`src/rtl/voice_slot_sched.sv`:
```
// voice_slot_sched: round-robin time-slot scheduler for the shared voice datapath.
// Presents one voice per clock (slot, slot_div), stages note-change requests
// through a valid/ready handshake and commits them only at frame boundaries,
// optionally held until a beat has been seen.
// Optional build macro VOICE_SCHED_MUTE_EN adds a per-voice mute input that
// forces slot_div to 0 and clears active_mask for muted voices.
module voice_slot_sched #(
  parameter int NUM_VOICES = 4,
  parameter int VOICE_W    = $clog2(NUM_VOICES),
  parameter int DIV_W      = 12
) (
  input  logic                  clk,
  input  logic                  rst_n,
`ifdef VOICE_SCHED_MUTE_EN
  input  logic [NUM_VOICES-1:0] mute,
`endif
  input  logic                  en,
  input  logic                  beat_tick,
  input  logic                  note_valid,
  output logic                  note_ready,
  input  logic [VOICE_W-1:0]    note_voice,
  input  logic [DIV_W-1:0]      note_div,
  input  logic                  note_on_beat,
  output logic [VOICE_W-1:0]    slot,
  output logic [DIV_W-1:0]      slot_div,
  output logic                  slot_first,
  output logic [NUM_VOICES-1:0] active_mask,
  output logic [NUM_VOICES-1:0] pending_mask
);

  logic [VOICE_W-1:0]    cnt_q;
  logic                  beat_seen_q;
  logic [DIV_W-1:0]      div_q  [NUM_VOICES];
  logic [DIV_W-1:0]      sdiv_q [NUM_VOICES];
  logic [NUM_VOICES-1:0] sbeat_q;
  logic [NUM_VOICES-1:0] pend_q;
  logic [NUM_VOICES-1:0] mute_v;

  logic fb;
  logic bs;
  logic accept;

`ifdef VOICE_SCHED_MUTE_EN
  assign mute_v = mute;
`else
  assign mute_v = '0;
`endif

  // Frame boundary, same-cycle beat view and handshake acceptance.
  always_comb begin
    fb         = 1'b1;
    if (en) fb = (cnt_q == VOICE_W'(NUM_VOICES - 1));
    bs         = beat_seen_q | beat_tick;
    note_ready = !pend_q[note_voice];
    accept     = note_valid && note_ready;
  end

  // Active voices: committed divider non-zero and not muted.
  always_comb begin
    active_mask = '0;
    for (int v = 0; v < NUM_VOICES; v++) begin
      active_mask[v] = (div_q[v] != '0) && !mute_v[v];
    end
  end

  assign pending_mask = pend_q;

  // Slot counter; held at 0 while disabled so re-enable starts a fresh frame.
  always_ff @(posedge clk) begin
    if (!rst_n)  cnt_q <= '0;
    else if (en) cnt_q <= cnt_q + VOICE_W'(1);
    else         cnt_q <= '0;
  end

  // Registered slot outputs, one cycle behind the counter.
  always_ff @(posedge clk) begin
    if (!rst_n || !en) begin
      slot       <= '0;
      slot_div   <= '0;
      slot_first <= 1'b0;
    end else begin
      slot       <= cnt_q;
      slot_div   <= mute_v[cnt_q] ? '0 : div_q[cnt_q];
      slot_first <= (cnt_q == '0);
    end
  end

  // Sticky beat flag; any frame boundary that sees a beat consumes it.
  always_ff @(posedge clk) begin
    if (!rst_n)  beat_seen_q <= 1'b0;
    else if (fb) beat_seen_q <= 1'b0;
    else         beat_seen_q <= bs;
  end

  // Per-voice staging and commit. Accept and commit never coincide for one
  // voice because ready is low while that voice has a note pending.
  always_ff @(posedge clk) begin
    if (!rst_n) begin
      for (int v = 0; v < NUM_VOICES; v++) begin
        div_q[v]  <= '0;
        sdiv_q[v] <= '0;
      end
      sbeat_q <= '0;
      pend_q  <= '0;
    end else begin
      for (int v = 0; v < NUM_VOICES; v++) begin
        if (fb && pend_q[v] && (!sbeat_q[v] || bs)) begin
          div_q[v]  <= sdiv_q[v];
          pend_q[v] <= 1'b0;
        end else if (accept && (note_voice == VOICE_W'(v))) begin
          sdiv_q[v]  <= note_div;
          sbeat_q[v] <= note_on_beat;
          pend_q[v]  <= 1'b1;
        end
      end
    end
  end

endmodule

```
`config.mk`:
```
export PLATFORM = sky130hd
export DESIGN_NAME = voice_slot_sched
export DESIGN_NICKNAME = d
export VERILOG_FILES = /design/src/rtl/voice_slot_sched.sv
export SDC_FILE = /design/constraint.sdc
export NUM_CORES = 1
export LEC_CHECK = 0
export BUFFER_PORTS_ARGS = -buffer_cell sky130_fd_sc_hd__buf_2
export CORE_UTILIZATION = 45
export DETAILED_ROUTE_END_ITERATION = 12
export PLACE_DENSITY_LB_ADDON = 0.08
export SLEW_MARGIN = 5
export SYNTH_ARGS = -nofsm -noshare
export SYNTH_HDL_FRONTEND = slang
export SYNTH_SLANG_ARGS = --single-unit
export TNS_END_PERCENT = 20
```
`constraint.sdc`:
```
create_clock -name clk -period 2.4 [get_ports clk]
set_clock_uncertainty 0.15 [all_clocks]
set_input_delay 0.48 -clock clk [delete_from_list [all_inputs] [get_ports clk]]
set_output_delay 0.48 -clock clk [all_outputs]
set_load 0.005 [all_outputs]
```
# Yosys cells after proc, flatten, opt, wreduce, memory -nomap -nowiden
# Memories as Yosys holds them, arrays and structs flattened. A register that Yosys moved wholly into a read port is not among the register bits.
# Index checks and enable logic that the tools add are counted.
[classes] n_eq_ne=4 n_addsub=1 bitwise=14 muxes=42 reduce_logical=42 magnitude_cmp=2
[ops] op="two-way mux 12 bit" count=8
[ops] op="nonzero test 12 bit" count=4
[ops] op="two-way mux 1 bit" count=32
[ops] op="logical AND 1 bit" count=13
[ops] op="OR reduction 2 bit" count=6
[ops] op="AND reduction 2 bit" count=5
[ops] op="OR 1 bit" count=9
[ops] op="zero test 1 bit" count=7
[ops] op="== test 2 bit, second input constant" count=3
[ops] op="< comparator 2 x 3 -> 1 bit, second input constant" count=2
[ops] op="logical OR 1 bit" count=5
[ops] op="NOT 1 bit" count=5
[ops] op="binary-select mux 1 bit (select 2 bit)" count=2
[ops] op="zero test 2 bit" count=2
[ops] op="adder 2 x 1 -> 2 bit, second input constant" count=1
[ops] op="== test 2 x 1 -> 1 bit, second input constant" count=1
[word_totals] out_inout_bits=24 inputBits=20 regBits=14 ramBits=96 memories=2 wordCells=119
[mem_list] name="div_q" words=4 word_bits=12 rd=5 rd_clocked_by_memory_dff=1 wr=4 line="33" rtl="logic [DIV_W-1:0] div_q [NUM_VOICES];"
[mem_list] name="sdiv_q" words=4 word_bits=12 rd=4 rd_clocked_by_memory_dff=0 wr=4 line="34" rtl="logic [DIV_W-1:0] sdiv_q [NUM_VOICES];"

# Depth between registers and ports, before layout
[depth] ltp_word=10 ltp_mapped=6 depth_no_buf=4

# Worst setup path after synthesis
# OpenSTA, ideal clock, no wires.
[synth_timing] path_type="register -> register" startpoint="reg cnt_q[1]" endpoint="mem div_q[1][0], enable pin" setup_ns=0.403 stages_incl_launch_ff=5 setup_slack_ns=-0.006 period_less_slack_ns=2.406 t_required_ns=1.847 arrival_time_ns=1.853 path_buffers=1 cell_sequence="dfxtp_1 -> ha_1 -> nor2b_1 -> buf_2 -> o31ai_1"
[synth_rtl] element="from (decl)" line="31" rtl="logic [VOICE_W-1:0] cnt_q;"
[synth_rtl] element="from (signal assigned)" line="71" rtl="else if (en) cnt_q <= cnt_q + VOICE_W'(1);"
[synth_rtl] element="to (decl)" line="33"

==> results.md <==
- Status: completed
- Clk slew on worst S/H paths: ~0.060 ns
- Leading area contributor after synthesis: edfxtp_1
- Number of global-route vias before repair: approximately 2,900
- Top cell type's share of synthesized area: 0.598
- Worst Path Required: roughly 1.8 ns
- Reg2reg path depth: 5
- Critical-path top delay cell: edfxtp_1
- DR vias: ~2,900
- Crit Reg-Reg Startpoint: cnt_q[1]
- Share of cells above drive strength 1: 0.247
- Post-synth EDFFs: 96
- Post-place instance area: roughly 5200 um^2
- Mapped Area: between 4000 and 5000 um^2
- Initial Utilization: 0.465
- Core box area: 10,400 um^2
- Antenna cell count: 0
- Routability cong.: approximately 0.83
- Clk root buf: clkbuf_8
- Nets@finish: 427
- Post-route ant nets: 0
- Mean Syn Cell Area: 13.9 um^2
- Ports: 44
- Fin. Hold Viols: 0
- Max cap viols: 0
- Final min period: approximately 2.2 ns
- WL per Instance: around 18 um
- Slew @ Worst Pin: about 1.1 ns
- Hold Crit Class: primary input to flop
- WL final: around 10,000 um
- Total Power: 5.24 mW
- Final Non-Filler Cells: about 550
- Period utilization: 0.934
- Power Density: about 900 nW/um^2
- Row count: 37
- Min-Delay Endpoint: cnt_q[1]
- Synth cell types: 30
- Hold buffers post-CTS: 0
- Drt pass-1 iters: 4
- Starting DRT DRC Count: approximately 120
- DRC Markers: 0
- Max clock buf depth: 2
- GR Util All Layers: 0.203
- Crit path max fanout: 2
- Hold path start: en
- DP Wirelength: between 7000 and 8000 um
- Synth Register Bits: between 100 and 150
- Post-synthesis sequential area ratio: 0.706
- Pin count of the biggest net entering global routing: 18
- Ys async rst share: 0
- Cells after Synth: ~350
- Cells along the critical path: nor4_1 > nand3_1 > buf_2
- Setup CP Type: flop to output port
- First-pass GRT wire length: ~16,000 um
- Port Buffer Count: 43
- Via density: a little over 5
- Htree depth: 4
- Ranking of synthesized cells by area: edfxtp_1 (60%), dfxtp_1 (11%), and2_1 (6.4%), mux4_2 (5.6%), nor2_1 (4.1%)
- Synth warn: 0
- Max Slew Vio Count: 0
- CTS sink cnt: around 120
- Placed insts: 522
- Die H: 106 um
- Worst vdd ir: between 0.0003 and 0.0004 V
- Top FF cell, synth: edfxtp_1
- Critical path launch point type: flop
- Grt ovf: 0
- Die width: approximately 110 um
- CTS tree: done
- Pleak: around 2.2 nW
- Post-CTS sizing: 1
- Final setup fails: 0
- Worst Path Arrival: approximately 1.6 ns
- Top-count cell post-synth: edfxtp_1
- Worst-Skew Late Latency: 0.50 ns
- List of most frequent post-synthesis cells: edfxtp_1 (96), nor2_1 (53), and2_1 (49), dfxtp_1 (26), nand2_1 (22)
- Syn Nets: roughly 370
- Hold Crit Depth: 2
- Num CTS Buffers: 17
- RSZ-0062 raised after global routing: no
- Worst slew margin relative to its limit: 0.236
- CP max stage delay: about 0.45 ns
- Post-CTS Setup Bufs: 0
- Die area: around 11,000 um^2
- Flop-to-flop setup slack: ~0.29 ns
- Layout overhead on the synthesized area: 21.2%
- Critical Path Sink Type: output port
- Worst r2r dst: pending_mask[2]
- Initial antenna violation count: 0
- Design area: around 6000 um^2
- Fmax: between 400 and 500 MHz
==> per-layer routing <==
layer,GRT usage,part of all wire,vias up
met5,0,0,-
met4,0.0823,0.0076,0
met3,0.0557,0.057,6
met2,0.296,0.46,97
met1,0.288,0.48,1403
li1,-,-,1358
==> per-stage QoR <==
stage | hold WS, ns | setup slack, ns | TNS, ns | utilization
after floorplan | 0.284 | -0.00621 | -0.149 | -
after detailed placement | 0.297 | 0.0757 | 0 | 0.505
after global routing | 0.0818 | 0.0499 | 0 | 0.564
after global placement | 0.297 | 0.0473 | 0 | 0.505
after CTS | 0.0833 | 0.101 | 0 | 0.563
final | 0.102 | 0.158 | 0 | 0.564
==> worst max path at each step <==
stage                  startpoint              to
finish                div_q[0][0]  active_mask[0]
global route          div_q[3][8]  active_mask[3]
CTS                   div_q[3][1]  active_mask[3]
detailed placement  note_voice[0]    sdiv_q[1][6]
global placement               en     div_q[1][1]
floorplan                cnt_q[1]     div_q[1][0]
==> critical path: cells and delay by family (launching register included) <==
kind                   cells  cell delay, ns
buffers and inverters      1            0.14
flip-flops                 1            0.45
AND/OR/NAND/NOR            2            0.52
==> registers in the layout, summed over array words and instances, names as in the netlist <==
signal	cells
beat_seen_q	1
sdiv_q	48
sbeat_q	4
slot_first	1
pending_mask	4
div_q	48
cnt_q	2
slot	2
slot_div	12
==> cells in the final DEF (no fill, tap or decap), drive strengths merged, types with 3 or more instances in the layout <==
cell and instances:
edfxtp 96, buf 55, nor2 53, and2 49
dfxtp 26, nand2 22, clkbuf 18, nor4 16
nor2b 13, mux4 13, inv 9, nand3 7
clkinv 5, nor3b 4, bufinv 4, clkinvlp 4
o31ai 3, mux2i 3, a21oi 3
==> power by group <==
part	switching [mW]	internal (mW)
combinational	0.144	0.0983
clock	0.883	1.67
sequential	0.0546	2.39
==> logic make-up after synthesis <==
kind of cell / after synthesis / share of synthesized area
adders and majority gates: 2 / 0.00519
muxes: 16 / 0.0677
AOI/OAI and AO/OA: 8 / 0.0104
buffers and inverters: 25 / 0.0231
DFF: 122 / 0.706
and+or+nand+nor: 174 / 0.188
==> final cells by class <==
type | instances | area [um^2]
multi-input combinational | 200 | 1340
inverter | 9 | 33.8
tap | 136 | 170
timing repair buffer | 55 | 305
clock inverter | 13 | 178
fill | 886 | 4530
sequential | 122 | 3400
clock buffer | 18 | 418
(Power assumes the default switching activity.)
